==> config.mk <==
export PLATFORM = sky130hd
export DESIGN_NAME = sc_speed_controller_flat
export DESIGN_NICKNAME = d
export VERILOG_FILES = /design/src/rtl/sc_speed_pkg.sv /design/src/rtl/sc_speed_controller_if.sv /design/src/rtl/sc_speed_counter.sv /design/src/rtl/sc_speed_controller.sv /design/src/flat_wrapper.sv
export SDC_FILE = /design/constraint.sdc
export NUM_CORES = 1
export LEC_CHECK = 0
export ABC_CLOCK_PERIOD_IN_PS = 3690
export CAP_MARGIN = 10
export CORE_MARGIN = 8
export CORE_UTILIZATION = 62
export CTS_CLUSTER_SIZE = 14
export DETAILED_ROUTE_END_ITERATION = 6
export GPL_ROUTABILITY_DRIVEN = 0
export PLACE_DENSITY = 0.95
export SLEW_MARGIN = 20
export SYNTH_ARGS = -nofsm -noshare
export SYNTH_HDL_FRONTEND = slang
export SYNTH_SLANG_ARGS = --single-unit
==> constraint.sdc <==
create_clock -name SC_SPEEDCTRL_CLOCK_50 -period 3.69 [get_ports SC_SPEEDCTRL_CLOCK_50]
set_input_delay 0.5535 -clock SC_SPEEDCTRL_CLOCK_50 [delete_from_list [all_inputs] [get_ports SC_SPEEDCTRL_CLOCK_50]]
set_output_delay 0.5535 -clock SC_SPEEDCTRL_CLOCK_50 [all_outputs]
set_load 0.05 [all_outputs]
==> src/rtl/sc_speed_pkg.sv <==
// Shared definitions for the game-speed scheduler: FSM state encoding and default widths.
package sc_speed_pkg;

    localparam int DEF_DATAWIDTH  = 23;
    localparam int DEF_LEVELWIDTH = 3;

    localparam logic [1:0] ST_IDLE  = 2'd0;
    localparam logic [1:0] ST_RUN   = 2'd1;
    localparam logic [1:0] ST_PAUSE = 2'd2;

    typedef enum logic [1:0] {
        S_IDLE  = ST_IDLE,
        S_RUN   = ST_RUN,
        S_PAUSE = ST_PAUSE
    } speedState_t;

endpackage

==> src/rtl/sc_speed_controller_if.sv <==
// Control/status bundle between the game FSM / UI debouncers and the speed scheduler.
interface sc_speed_controller_if #(
    parameter int LW = sc_speed_pkg::DEF_LEVELWIDTH
);
    logic          SC_SPEEDCTRL_start_InHigh;
    logic          SC_SPEEDCTRL_stop_InHigh;
    logic          SC_SPEEDCTRL_pause_InHigh;
    logic          SC_SPEEDCTRL_up_InHigh;
    logic          SC_SPEEDCTRL_down_InHigh;
    logic          SC_SPEEDCTRL_ack_InHigh;
    logic          SC_SPEEDCTRL_T0_OutLow;
    logic [LW-1:0] SC_SPEEDCTRL_level_OutBUS;
    logic          SC_SPEEDCTRL_running_OutHigh;
    logic          SC_SPEEDCTRL_overrun_OutHigh;

    modport master (
        output SC_SPEEDCTRL_start_InHigh, SC_SPEEDCTRL_stop_InHigh, SC_SPEEDCTRL_pause_InHigh,
               SC_SPEEDCTRL_up_InHigh, SC_SPEEDCTRL_down_InHigh, SC_SPEEDCTRL_ack_InHigh,
        input  SC_SPEEDCTRL_T0_OutLow, SC_SPEEDCTRL_level_OutBUS,
               SC_SPEEDCTRL_running_OutHigh, SC_SPEEDCTRL_overrun_OutHigh
    );

    modport slave (
        input  SC_SPEEDCTRL_start_InHigh, SC_SPEEDCTRL_stop_InHigh, SC_SPEEDCTRL_pause_InHigh,
               SC_SPEEDCTRL_up_InHigh, SC_SPEEDCTRL_down_InHigh, SC_SPEEDCTRL_ack_InHigh,
        output SC_SPEEDCTRL_T0_OutLow, SC_SPEEDCTRL_level_OutBUS,
               SC_SPEEDCTRL_running_OutHigh, SC_SPEEDCTRL_overrun_OutHigh
    );
endinterface

==> src/rtl/sc_speed_counter.sv <==
// Free-running period counter; the period shrinks by half per speed level and wraps at P-1.
module sc_speed_counter #(
    parameter int                   DW   = sc_speed_pkg::DEF_DATAWIDTH,
    parameter int                   LW   = sc_speed_pkg::DEF_LEVELWIDTH,
    parameter logic [DW-1:0]        BASE = 23'h7FFFFF
) (
    input  logic          clk,
    input  logic          rst,
    input  logic          clr,
    input  logic          en,
    input  logic [LW-1:0] level,
    output logic          tc
);

    logic [DW-1:0] count;
    logic [DW-1:0] period;

    // Deep levels would shift the period to 0 or 1; clamp so a tick never fires every cycle.
    function automatic logic [DW-1:0] periodOf(input logic [LW-1:0] lvl);
        logic [DW-1:0] p;
        p = BASE >> lvl;
        if (p < DW'(2))
            p = DW'(2);
        return p;
    endfunction

    assign period = periodOf(level);
    assign tc     = (count == period - DW'(1));

    always_ff @(posedge clk) begin
        if (rst || clr)
            count <= '0;
        else if (en)
            count <= tc ? '0 : count + DW'(1);
    end

endmodule

==> src/rtl/sc_speed_controller.sv <==
// Game-speed scheduler: run/pause/stop FSM, speed level, and the acknowledged step tick.
module sc_speed_controller
    import sc_speed_pkg::*;
#(
    parameter int                          SPEED_DATAWIDTH  = DEF_DATAWIDTH,
    parameter int                          SPEED_LEVELS     = 8,
    parameter int                          SPEED_LEVELWIDTH = DEF_LEVELWIDTH,
    parameter logic [SPEED_DATAWIDTH-1:0]  SPEED_BASEPERIOD = 23'h7FFFFF
) (
    input logic                   SC_SPEEDCTRL_CLOCK_50,
    input logic                   SC_SPEEDCTRL_RESET_InHigh,
    sc_speed_controller_if.slave  bus
);

    logic clk, rst;
    assign clk = SC_SPEEDCTRL_CLOCK_50;
    assign rst = SC_SPEEDCTRL_RESET_InHigh;

    speedState_t state, stateNext;
    logic [SPEED_LEVELWIDTH-1:0] level;
    logic t0, overrun, running;
    logic stop, startOk, upOk, downOk, levelChg, tc, periodEvt, cntClr;

    assign stop     = bus.SC_SPEEDCTRL_stop_InHigh;
    assign startOk  = bus.SC_SPEEDCTRL_start_InHigh && !stop && (state == S_IDLE);
    assign upOk     = bus.SC_SPEEDCTRL_up_InHigh && !bus.SC_SPEEDCTRL_down_InHigh
                      && (level != SPEED_LEVELWIDTH'(SPEED_LEVELS - 1));
    assign downOk   = bus.SC_SPEEDCTRL_down_InHigh && !bus.SC_SPEEDCTRL_up_InHigh
                      && (level != '0);
    assign levelChg = upOk || downOk;

    // A level change restarts the period, so it also suppresses a coinciding event.
    assign cntClr    = stop || levelChg || (state == S_IDLE);
    assign periodEvt = (state == S_RUN) && tc && !cntClr;

    sc_speed_counter #(
        .DW   (SPEED_DATAWIDTH),
        .LW   (SPEED_LEVELWIDTH),
        .BASE (SPEED_BASEPERIOD)
    ) uCounter (
        .clk   (clk),
        .rst   (rst),
        .clr   (cntClr),
        .en    (state == S_RUN),
        .level (level),
        .tc    (tc)
    );

    always_ff @(posedge clk) begin
        if (rst)
            state <= S_IDLE;
        else
            state <= stateNext;
    end

    always_comb begin
        stateNext = state;
        case (state)
            S_IDLE:  if (startOk) stateNext = S_RUN;
            S_RUN:   if (stop) stateNext = S_IDLE;
                     else if (bus.SC_SPEEDCTRL_pause_InHigh) stateNext = S_PAUSE;
            S_PAUSE: if (stop) stateNext = S_IDLE;
                     else if (!bus.SC_SPEEDCTRL_pause_InHigh) stateNext = S_RUN;
            default: stateNext = S_IDLE;
        endcase
    end

    // Pending tick is frozen while paused: ack only retires it in RUN.
    always_ff @(posedge clk) begin
        if (rst) begin
            level   <= '0;
            t0      <= 1'b1;
            overrun <= 1'b0;
            running <= 1'b0;
        end else begin
            running <= (stateNext != S_IDLE);
            if (upOk)
                level <= level + SPEED_LEVELWIDTH'(1);
            else if (downOk)
                level <= level - SPEED_LEVELWIDTH'(1);

            if (stop)
                t0 <= 1'b1;
            else if (periodEvt)
                t0 <= 1'b0;
            else if ((state == S_RUN) && bus.SC_SPEEDCTRL_ack_InHigh)
                t0 <= 1'b1;

            if (startOk)
                overrun <= 1'b0;
            else if (periodEvt && !t0 && !bus.SC_SPEEDCTRL_ack_InHigh)
                overrun <= 1'b1;
        end
    end

    assign bus.SC_SPEEDCTRL_T0_OutLow       = t0;
    assign bus.SC_SPEEDCTRL_level_OutBUS    = level;
    assign bus.SC_SPEEDCTRL_running_OutHigh = running;
    assign bus.SC_SPEEDCTRL_overrun_OutHigh = overrun;

endmodule
==> src/flat_wrapper.sv <==
// flat-port wrapper written by rule: the top's interface ports become plain ports
module sc_speed_controller_flat import sc_speed_pkg::*;
#(
    parameter int                          SPEED_DATAWIDTH  = DEF_DATAWIDTH,
    parameter int                          SPEED_LEVELS     = 8,
    parameter int                          SPEED_LEVELWIDTH = DEF_LEVELWIDTH,
    parameter logic [SPEED_DATAWIDTH-1:0]  SPEED_BASEPERIOD = 23'h7FFFFF
)
  (SC_SPEEDCTRL_CLOCK_50, SC_SPEEDCTRL_RESET_InHigh, bus_SC_SPEEDCTRL_start_InHigh, bus_SC_SPEEDCTRL_stop_InHigh, bus_SC_SPEEDCTRL_pause_InHigh, bus_SC_SPEEDCTRL_up_InHigh, bus_SC_SPEEDCTRL_down_InHigh, bus_SC_SPEEDCTRL_ack_InHigh, bus_SC_SPEEDCTRL_T0_OutLow, bus_SC_SPEEDCTRL_level_OutBUS, bus_SC_SPEEDCTRL_running_OutHigh, bus_SC_SPEEDCTRL_overrun_OutHigh);
  sc_speed_controller_if bus_i ();
  input logic SC_SPEEDCTRL_CLOCK_50;
  input logic SC_SPEEDCTRL_RESET_InHigh;
  input wire logic [$bits(bus_i.SC_SPEEDCTRL_start_InHigh)-1:0] bus_SC_SPEEDCTRL_start_InHigh;
  input wire logic [$bits(bus_i.SC_SPEEDCTRL_stop_InHigh)-1:0] bus_SC_SPEEDCTRL_stop_InHigh;
  input wire logic [$bits(bus_i.SC_SPEEDCTRL_pause_InHigh)-1:0] bus_SC_SPEEDCTRL_pause_InHigh;
  input wire logic [$bits(bus_i.SC_SPEEDCTRL_up_InHigh)-1:0] bus_SC_SPEEDCTRL_up_InHigh;
  input wire logic [$bits(bus_i.SC_SPEEDCTRL_down_InHigh)-1:0] bus_SC_SPEEDCTRL_down_InHigh;
  input wire logic [$bits(bus_i.SC_SPEEDCTRL_ack_InHigh)-1:0] bus_SC_SPEEDCTRL_ack_InHigh;
  output wire logic [$bits(bus_i.SC_SPEEDCTRL_T0_OutLow)-1:0] bus_SC_SPEEDCTRL_T0_OutLow;
  output wire logic [$bits(bus_i.SC_SPEEDCTRL_level_OutBUS)-1:0] bus_SC_SPEEDCTRL_level_OutBUS;
  output wire logic [$bits(bus_i.SC_SPEEDCTRL_running_OutHigh)-1:0] bus_SC_SPEEDCTRL_running_OutHigh;
  output wire logic [$bits(bus_i.SC_SPEEDCTRL_overrun_OutHigh)-1:0] bus_SC_SPEEDCTRL_overrun_OutHigh;
  assign bus_i.SC_SPEEDCTRL_start_InHigh = bus_SC_SPEEDCTRL_start_InHigh;
  assign bus_i.SC_SPEEDCTRL_stop_InHigh = bus_SC_SPEEDCTRL_stop_InHigh;
  assign bus_i.SC_SPEEDCTRL_pause_InHigh = bus_SC_SPEEDCTRL_pause_InHigh;
  assign bus_i.SC_SPEEDCTRL_up_InHigh = bus_SC_SPEEDCTRL_up_InHigh;
  assign bus_i.SC_SPEEDCTRL_down_InHigh = bus_SC_SPEEDCTRL_down_InHigh;
  assign bus_i.SC_SPEEDCTRL_ack_InHigh = bus_SC_SPEEDCTRL_ack_InHigh;
  assign bus_SC_SPEEDCTRL_T0_OutLow = bus_i.SC_SPEEDCTRL_T0_OutLow;
  assign bus_SC_SPEEDCTRL_level_OutBUS = bus_i.SC_SPEEDCTRL_level_OutBUS;
  assign bus_SC_SPEEDCTRL_running_OutHigh = bus_i.SC_SPEEDCTRL_running_OutHigh;
  assign bus_SC_SPEEDCTRL_overrun_OutHigh = bus_i.SC_SPEEDCTRL_overrun_OutHigh;
  sc_speed_controller #(.SPEED_DATAWIDTH(SPEED_DATAWIDTH), .SPEED_LEVELS(SPEED_LEVELS), .SPEED_LEVELWIDTH(SPEED_LEVELWIDTH), .SPEED_BASEPERIOD(SPEED_BASEPERIOD)) u_core (.SC_SPEEDCTRL_CLOCK_50(SC_SPEEDCTRL_CLOCK_50), .SC_SPEEDCTRL_RESET_InHigh(SC_SPEEDCTRL_RESET_InHigh), .bus(bus_i));
endmodule
==> impl_results.html, run 1 <==
<table>
<tr><th>Metric</th><th>Value</th></tr>
<tr><th colspan="2">Final layout</th></tr>
<tr><td>Layout-stage area growth over the synthesis result</td><td>10.6%</td></tr>
<tr><td>Proportion of layout cells with a drive suffix above 1</td><td>11.3%</td></tr>
<tr><td>Final #Nets</td><td>221</td></tr>
<tr><td>Layout Utilization</td><td>71.1%</td></tr>
<tr><td>Final std cells w/o fill</td><td>243</td></tr>
<tr><td>Final cell area excluding filler cells</td><td>1940 sq um</td></tr>
<tr><td>Final antenna diode count</td><td>0</td></tr>
<tr><th colspan="2">Critical path</th></tr>
<tr><td>Arr. time, crit path</td><td>2.77 ns</td></tr>
<tr><td>Worst Setup SP</td><td>u_core.bus.SC_SPEEDCTRL_level_OutBUS[0]</td></tr>
<tr><td>FF-to-FF path depth</td><td>6</td></tr>
<tr><td>Reg2Reg Launch Point</td><td>u_core.bus.SC_SPEEDCTRL_level_OutBUS[0]</td></tr>
<tr><td>Crit end category</td><td>register</td></tr>
<tr><td>Required time at the endpoint of the critical path</td><td>3.91 ns</td></tr>
<tr><td>Worst setup SP type</td><td>register</td></tr>
<tr><td>Crit Path Class</td><td>reg -&gt; reg</td></tr>
<tr><td>Highest fanout seen on the critical path</td><td>18</td></tr>
<tr><th colspan="2">Power and ir drop</th></tr>
<tr><td>Leakage power figure</td><td>0.605 nW</td></tr>
<tr><td>VDD IR-drop max</td><td>0.367 mV</td></tr>
<tr><td>Areal power density over the cells</td><td>360 nW/um^2</td></tr>
<tr><th colspan="2">Placement</th></tr>
<tr><td>Port buffer count</td><td>13</td></tr>
<tr><td>Placed Cells</td><td>235</td></tr>
<tr><td>Placed Area</td><td>1880 sq um</td></tr>
<tr><td>HPWL reported at the end of detailed placement</td><td>2.52 mm</td></tr>
<tr><th colspan="2">Detailed routing</th></tr>
<tr><td>Via density per instance</td><td>6.08</td></tr>
<tr><td>Routed met3 length</td><td>170 um</td></tr>
<tr><td>Detailed router's first-iteration violation count</td><td>107</td></tr>
<tr><td>Remaining design rule violation count</td><td>0</td></tr>
<tr><td>Post-route ant nets</td><td>0</td></tr>
<tr><td>Post-route met1 wirelength</td><td>1.54 mm</td></tr>
<tr><td>Number of optimization iterations in the first detailed-route pass</td><td>4</td></tr>
<tr><td>Average wire length per cell after detail routing</td><td>14.7 um</td></tr>
<tr><td>Met2 Wirelength</td><td>1.79 mm</td></tr>
<tr><td>Topmost layer with routed signal wires</td><td>met4</td></tr>
<tr><td>Via count</td><td>1,477</td></tr>
<tr><td>Final WL</td><td>3.58 mm</td></tr>
<tr><th colspan="2">STA</th></tr>
<tr><td>Min Tclk post-route</td><td>2.55 ns</td></tr>
<tr><td>Final worst path period share</td><td>69.1%</td></tr>
<tr><td>Hold Violations, Final</td><td>0</td></tr>
<tr><td>Max Transition Viols Final</td><td>0</td></tr>
<tr><td>Worst hold margin</td><td>0.514 ns</td></tr>
<tr><td>Unrepaired setup endpoints after global routing</td><td>false</td></tr>
<tr><td>Worst slew margin relative to its limit</td><td>60.0%</td></tr>
<tr><td>F_max</td><td>0.392 GHz</td></tr>
<tr><td>Worst-Margin Slew</td><td>0.600 ns</td></tr>
<tr><td>Post-Route Setup TNS</td><td>0 ns</td></tr>
<tr><td>Setup violations, final</td><td>0</td></tr>
<tr><td>Maximum clock skew at final layout</td><td>0.00943 ns</td></tr>
<tr><th colspan="2">Logic synthesis</th></tr>
<tr><td>Post-synth cell types</td><td>41</td></tr>
<tr><td>Top flip-flop cell by instance count after synthesis</td><td>sky130_fd_sc_hd__dfxtp_1</td></tr>
<tr><td>Synthesized cell area</td><td>1760 sq um</td></tr>
<tr><td>Number of synthesized flops with an enable pin</td><td>0</td></tr>
<tr><td>Number of synthesized register bits</td><td>31</td></tr>
<tr><td>Cell type with the highest aggregate area in the netlist</td><td>sky130_fd_sc_hd__dfxtp_1</td></tr>
<tr><td>Instance count of the mapped netlist</td><td>199</td></tr>
<tr><td>Top area cells in the synthesized netlist</td><td>sky130_fd_sc_hd__dfxtp_1 35%, sky130_fd_sc_hd__xor2_1 7.0%, sky130_fd_sc_hd__nor3_2 5.7%</td></tr>
<tr><td>Proportion of synthesized chip area in sequential cells</td><td>35.3%</td></tr>
<tr><td>Mean post-synth cell area</td><td>8.83 sq um</td></tr>
<tr><td>Number of warnings reported in the yosys synthesis log</td><td>0</td></tr>
<tr><td>Proportion of synthesized flip-flops having asynchronous set or reset</td><td>0%</td></tr>
<tr><td>Area share of the largest cell type after synthesis</td><td>35.3%</td></tr>
<tr><td>Syn Nets</td><td>209</td></tr>
<tr><th colspan="2">Worst hold path</th></tr>
<tr><td>Hold Startpoint</td><td>u_core.bus.SC_SPEEDCTRL_overrun_OutHigh</td></tr>
<tr><td>Path type of the worst min-delay path</td><td>reg -&gt; reg</td></tr>
<tr><td>Number of instances on the worst hold path</td><td>1</td></tr>
<tr><th colspan="2">Global routing</th></tr>
<tr><td>Congestion Overflow GR</td><td>0</td></tr>
<tr><td>Global-route wire length before repair</td><td>6.41 mm</td></tr>
<tr><td>Initial antenna violation count</td><td>0</td></tr>
<tr><td>Via count of the first global-routing pass</td><td>1,490</td></tr>
<tr><td>Maximum number of pins on one net before global-route repair</td><td>25</td></tr>
<tr><td>Total track usage</td><td>15.9%</td></tr>
<tr><th colspan="2">Die</th></tr>
<tr><td>Num rows</td><td>19</td></tr>
<tr><td>Die outline width</td><td>69.3 um</td></tr>
<tr><td>Number of top-level pins</td><td>14</td></tr>
<tr><td>Starting density of the core</td><td>64.3%</td></tr>
<tr><td>Height of the die</td><td>69.3 um</td></tr>
<tr><td>Die Footprint</td><td>4800 sq um</td></tr>
<tr><td>Placeable core area</td><td>2730 sq um</td></tr>
<tr><th colspan="2">CTS</th></tr>
<tr><td>TritonCTS clock tree</td><td>built</td></tr>
<tr><td>Clock input transition at the sequential cells of the worst setup and hold paths</td><td>0.10 ns</td></tr>
<tr><td>Clock buffers created by TritonCTS</td><td>5</td></tr>
<tr><td>Maximum number of buffers from clock root to sink</td><td>2</td></tr>
<tr><td>H-Tree Level Count</td><td>2</td></tr>
<tr><td>PostCTS Resize Cnt</td><td>0</td></tr>
<tr><td>Sink Count</td><td>31</td></tr>
<tr><td>Clock root buffer master</td><td>sky130_fd_sc_hd__clkbuf_4</td></tr>
<tr><td>Clock latency on the worst-skew pair</td><td>0.34 ns</td></tr>
<tr><td>Post-cts hold buffer count</td><td>0</td></tr>
<tr><td>Post-CTS setup buffers</td><td>0</td></tr>
<tr><th colspan="2">Run status</th></tr>
<tr><td>Outcome</td><td>finished clean</td></tr>
<tr><th colspan="2">Run</th></tr>
<tr><td>Maxcap violations</td><td>0</td></tr>
</table>
## state kept, by name, summed over array words and instances, names as in the netlist
| signal | flops |
|---|---|
| u_core.bus.SC_SPEEDCTRL_running_OutHigh | 1 |
| u_core.state | 2 |
| u_core.bus.SC_SPEEDCTRL_level_OutBUS | 3 |
| u_core.bus.SC_SPEEDCTRL_T0_OutLow | 1 |
| u_core.uCounter.count | 23 |
| u_core.bus.SC_SPEEDCTRL_overrun_OutHigh | 1 |
## layout by cell type, fill, tap and decap left out, drive strengths merged, types with 6 or more instances in the layout
cell           count
dfxtp             31
nand2b             6
xor2              14
nor2              16
nor2b              6
nor3              29
nand3             10
nand2             12
xnor2             10
nand4              9
clkdlybuf4s50     13
clkbuf             8
## worst max-delay path, stage by stage (launching register included)
cell	delay, ns
sky130_fd_sc_hd__dfxtp_1	0.60
sky130_fd_sc_hd__nor3_1	0.12
sky130_fd_sc_hd__a2111oi_1	0.53
sky130_fd_sc_hd__nand3_1	0.21
sky130_fd_sc_hd__a2111oi_4	0.51
sky130_fd_sc_hd__buf_4	0.35
sky130_fd_sc_hd__nor3_1	0.09
## per-layer routing
layer | track usage (%) | up-vias
li1 | - | 740
met1 | 17.0 | 697
met2 | 26.0 | 30
met3 | 5.15 | 10
met4 | 10.5 | 0
met5 | 0 | -
## worst paths after layout
check	to	slack, ns
min reg2reg	u_core.bus.SC_SPEEDCTRL_overrun_OutHigh	0.51
min	u_core.bus.SC_SPEEDCTRL_overrun_OutHigh	0.51
max	u_core.uCounter.count[2]	1.14
max reg2reg	u_core.uCounter.count[2]	1.14
## power breakdown
part / switching, W / internal [W] / total (W)
clock network: 0.000120 / 0.000112 / 0.000232
logic: 0.0000561 / 0.0000514 / 0.000108
registers: 0.0000200 / 0.000341 / 0.000361
total: 0.000196 / 0.000504 / 0.000700
## metrics by stage
step,setup slack (ns),total power [W]
6_report,1.14,0.000700
3_5_place_dp,1.17,0.000476
4_1_cts,1.15,0.000706
5_1_grt,0.955,0.000734
3_3_place_gp,1.27,0.000473
2_1_floorplan,1.38,0.000449
## Yosys cell counts, types with 3 or more instances
library cell	count
sky130_fd_sc_hd__and4_1	4
sky130_fd_sc_hd__buf_6	3
sky130_fd_sc_hd__nand3_1	10
sky130_fd_sc_hd__clkbuf_1	4
sky130_fd_sc_hd__nor2_1	16
sky130_fd_sc_hd__and3_1	3
sky130_fd_sc_hd__nor3_1	19
sky130_fd_sc_hd__dfxtp_1	31
sky130_fd_sc_hd__o21ai_0	5
sky130_fd_sc_hd__nor3_2	10
sky130_fd_sc_hd__a21oi_1	4
sky130_fd_sc_hd__mux2i_1	3
sky130_fd_sc_hd__nand2b_1	6
sky130_fd_sc_hd__nand4_1	9
sky130_fd_sc_hd__xnor2_1	10
sky130_fd_sc_hd__nand2_1	12
sky130_fd_sc_hd__nor2b_1	6
sky130_fd_sc_hd__xor2_1	14
## cells by family after synthesis
group	count (synthesis)	synth area share (%)
AND/OR/NAND/NOR	104	34.5
multiplexers	4	2.56
adder cells (fa/ha/maj)	2	1.85
buffers and inverters	12	4.20
XOR/XNOR	24	12.0
AO/OA/AOI/OAI	22	9.61
flip-flops	31	35.3
## final cells by class
class / count / area [sq um]
inverters: 2 / 7.51
flip-flops and latches: 31 / 621
repair buffers: 15 / 145
multi-input cells: 156 / 1060
clock buffers: 8 / 68.8
well taps: 31 / 38.8
fillers: 213 / 790
No activity file was read; power rests on OpenSTA's default activity.
==> run 2, diff against run 1 <==
- ABC_CLOCK_PERIOD_IN_PS: 3690 -> 2550
- CORE_UTILIZATION: 62 -> 57
- PLACE_DENSITY: 0.95 -> 0.89
- clock period: 3.69 -> 2.55 ns (I/O delays scaled with it)
==> impl_results.html, run 2 (same netlist as run 1, synthesis figures left out) <==
<table>
<tr><th>Metric</th><th>Value</th></tr>
<tr><th colspan="2">Final layout</th></tr>
<tr><td>Proportion of layout cells with a drive suffix above 1</td><td>12.2% (+0.89 points)</td></tr>
<tr><td>Final antenna diode count</td><td>0 (unchanged)</td></tr>
<tr><td>Final std cells w/o fill</td><td>246 (+1.2%)</td></tr>
<tr><td>Number of fill cells</td><td>254 (+19%)</td></tr>
<tr><td>Final #Nets</td><td>222 (+0.45%)</td></tr>
<tr><td>Layout-stage area growth over the synthesis result</td><td>10.4%</td></tr>
<tr><td>Commonest non-fill, non-tap cell in the layout</td><td>sky130_fd_sc_hd__dfxtp_1</td></tr>
<tr><td>Max reg flops</td><td>23 (unchanged)</td></tr>
<tr><td>Highest-count cells in the layout ignoring fill and taps</td><td>30 x sky130_fd_sc_hd__dfxtp_1, 19 x sky130_fd_sc_hd__nor3_1, 16 x sky130_fd_sc_hd__nor2_1</td></tr>
<tr><td>Biggest register</td><td>u_core.uCounter.count</td></tr>
<tr><th colspan="2">Detailed routing</th></tr>
<tr><td>Average wire length per cell after detail routing</td><td>14.6 um (-1.2%)</td></tr>
<tr><td>Remaining design rule violation count</td><td>0 (unchanged)</td></tr>
<tr><td>Via count</td><td>1,471 (-0.41%)</td></tr>
<tr><td>Detailed router's first-iteration violation count</td><td>149 (+39%)</td></tr>
<tr><td>Post-route ant nets</td><td>0 (unchanged)</td></tr>
<tr><td>Via density per instance</td><td>5.98 (-1.6%)</td></tr>
<tr><td>Final WL</td><td>3.58 mm (about the same)</td></tr>
<tr><td>Number of optimization iterations in the first detailed-route pass</td><td>4 (unchanged)</td></tr>
<tr><th colspan="2">CTS</th></tr>
<tr><td>Clock latency on the worst-skew pair</td><td>0.33 ns (about the same)</td></tr>
<tr><td>Clock input transition at the sequential cells of the worst setup and hold paths</td><td>0.10 ns (about the same)</td></tr>
<tr><td>Maximum number of buffers from clock root to sink</td><td>2 (unchanged)</td></tr>
<tr><td>Clock root buffer master</td><td>sky130_fd_sc_hd__clkbuf_4</td></tr>
<tr><td>H-Tree Level Count</td><td>2 (unchanged)</td></tr>
<tr><td>TritonCTS clock tree</td><td>built</td></tr>
<tr><td>Clock buffers created by TritonCTS</td><td>5 (unchanged)</td></tr>
<tr><td>Post-CTS setup buffers</td><td>0 (unchanged)</td></tr>
<tr><td>Sink Count</td><td>31 (unchanged)</td></tr>
<tr><th colspan="2">Die</th></tr>
<tr><td>Die outline width</td><td>71.5 um (+3.3%)</td></tr>
<tr><td>Placeable core area</td><td>3000 sq um (+9.8%)</td></tr>
<tr><td>Starting density of the core</td><td>58.5% (-5.8 points)</td></tr>
<tr><td>Height of the die</td><td>71.5 um (+3.3%)</td></tr>
<tr><td>Die Footprint</td><td>5120 sq um (+6.7%)</td></tr>
<tr><td>Num rows</td><td>20 (+1)</td></tr>
<tr><td>Number of top-level pins</td><td>14 (unchanged)</td></tr>
<tr><th colspan="2">Critical path</th></tr>
<tr><td>Required time at the endpoint of the critical path</td><td>2.76 ns (-1.15 ns)</td></tr>
<tr><td>Highest fanout seen on the critical path</td><td>23 (+5)</td></tr>
<tr><td>Arr. time, crit path</td><td>2.49 ns (-0.28 ns)</td></tr>
<tr><td>Worst setup SP type</td><td>register</td></tr>
<tr><td>Crit Path Class</td><td>reg -&gt; reg</td></tr>
<tr><td>Crit end category</td><td>register</td></tr>
<tr><th colspan="2">STA</th></tr>
<tr><td>Maximum clock skew at final layout</td><td>0.00644 ns (-0.00299 ns)</td></tr>
<tr><td>F_max</td><td>0.439 GHz (+12%)</td></tr>
<tr><td>Worst-Margin Slew</td><td>0.581 ns (-0.0193 ns)</td></tr>
<tr><td>Final worst path period share</td><td>89.4% (+20 points)</td></tr>
<tr><td>Post-Route Setup TNS</td><td>0 ns (unchanged)</td></tr>
<tr><td>Unrepaired setup endpoints after global routing</td><td>false</td></tr>
<tr><td>Hold Violations, Final</td><td>0 (unchanged)</td></tr>
<tr><td>Worst slew margin relative to its limit</td><td>60.9% (+0.88 points)</td></tr>
<tr><td>Setup violations, final</td><td>0 (unchanged)</td></tr>
<tr><td>Min Tclk post-route</td><td>2.28 ns (-0.270 ns)</td></tr>
<tr><td>Max Transition Viols Final</td><td>0 (unchanged)</td></tr>
<tr><th colspan="2">Placement</th></tr>
<tr><td>HPWL reported at the end of detailed placement</td><td>2.55 mm (+1.3%)</td></tr>
<tr><td>Port buffer count</td><td>13 (unchanged)</td></tr>
<tr><td>Placed Cells</td><td>238 (+1.3%)</td></tr>
<tr><th colspan="2">Global routing</th></tr>
<tr><td>Maximum number of pins on one net before global-route repair</td><td>25 (unchanged)</td></tr>
<tr><td>Global-route wire length before repair</td><td>6.38 mm (-0.44%)</td></tr>
<tr><td>Via count of the first global-routing pass</td><td>1,444 (-3.1%)</td></tr>
<tr><td>Initial antenna violation count</td><td>0 (unchanged)</td></tr>
<tr><td>Total track usage</td><td>15.4% (-0.44 points)</td></tr>
<tr><td>Congestion Overflow GR</td><td>0 (unchanged)</td></tr>
<tr><th colspan="2">Power and ir drop</th></tr>
<tr><td>Leakage power figure</td><td>0.600 nW (-0.77%)</td></tr>
<tr><td>Areal power density over the cells</td><td>493 nW/um^2 (+37%)</td></tr>
<tr><td>VDD IR-drop max</td><td>0.435 mV (+19%)</td></tr>
<tr><th colspan="2">Worst hold path</th></tr>
<tr><td>Path type of the worst min-delay path</td><td>reg -&gt; reg</td></tr>
<tr><th colspan="2">Run status</th></tr>
<tr><td>Outcome</td><td>finished clean</td></tr>
<tr><th colspan="2">Run</th></tr>
<tr><td>Maxcap violations</td><td>0 (unchanged)</td></tr>
</table>
==> run 2: path summary, 6_finish.rpt <==
check	startpoint	endpoint	slack (ns)	depth (start not counted)
setup reg to reg	u_core.bus.SC_SPEEDCTRL_level_OutBUS[0]	u_core.uCounter.count[2]	0.27	6
hold reg to reg	u_core.bus.SC_SPEEDCTRL_overrun_OutHigh	u_core.bus.SC_SPEEDCTRL_overrun_OutHigh	0.49	1
hold / removal	u_core.bus.SC_SPEEDCTRL_overrun_OutHigh	u_core.bus.SC_SPEEDCTRL_overrun_OutHigh	0.49	1
setup / recovery	u_core.bus.SC_SPEEDCTRL_level_OutBUS[0]	u_core.uCounter.count[2]	0.27	6
==> run 2: per-stage QoR <==
stage / setup slack [ns] / util (%) / hold WS (ns) / total power (W) / cell area [sq um]
2_1_floorplan: 0.239 / - / 0.455 / 0.000650 / 1760
3_3_place_gp: 0.301 / 62.8 / 0.471 / 0.000686 / 1890
3_5_place_dp: 0.167 / 62.8 / 0.467 / 0.000691 / 1890
4_1_cts: 0.266 / 64.6 / 0.493 / 0.000963 / 1940
5_1_grt: 0.0293 / 64.6 / 0.521 / 0.00101 / 1940
6_report: 0.271 / 64.6 / 0.494 / 0.000957 / 1940
==> run 2: timing repair <==
| item | in CTS | in global routing |
|---|---|---|
| gates resized for setup | 0 | 1 |
| endpoints found under the setup margin | 0 | 1 |
| hold buffers | 0 | 0 |
==> run 2: area by class of cell <==
class,instances,area (sq um),share of cell area (%)
clock inverters,2,12.5,0.645
multi-input cells,156,1060,54.8
inverters,2,7.51,0.387
repair buffers,16,153,7.87
clock buffers,6,41.3,2.13
well taps,33,41.3,2.13
flip-flops and latches,31,622,32.0
==> run 2: critical path, stage by stage, from the launching register on <==
cell and delay, ns:
sky130_fd_sc_hd__dfxtp_1 0.60, sky130_fd_sc_hd__nor3_1 0.14, sky130_fd_sc_hd__a2111oi_1 0.52, sky130_fd_sc_hd__nand3_1 0.20
sky130_fd_sc_hd__a2111oi_4 0.22, sky130_fd_sc_hd__buf_4 0.35, sky130_fd_sc_hd__nor3_1 0.10
==> run 2: per-layer routing <==
layer  part of all wire [%]  routed length [um]  global-route usage, %
met5                      0                   0                      0
met1                     46                1660                   18.4
met3                    3.7                 133                   2.65
met2                     48                1730                   25.7
met4                    1.6                  59                   8.16
==> run 2: report_power, final <==
part / internal [W] / leakage, nW / switching [W]
clock: 0.000106 / 0.0282 / 0.000169
sequential: 0.000494 / 0.251 / 0.0000294
combinational: 0.0000752 / 0.321 / 0.0000830
==> run 3, diff against run 2 <==
- SLEW_MARGIN: 20 -> 10
==> results of run 3 <==
Final layout, timing and power as in run 2 (identical DEF).
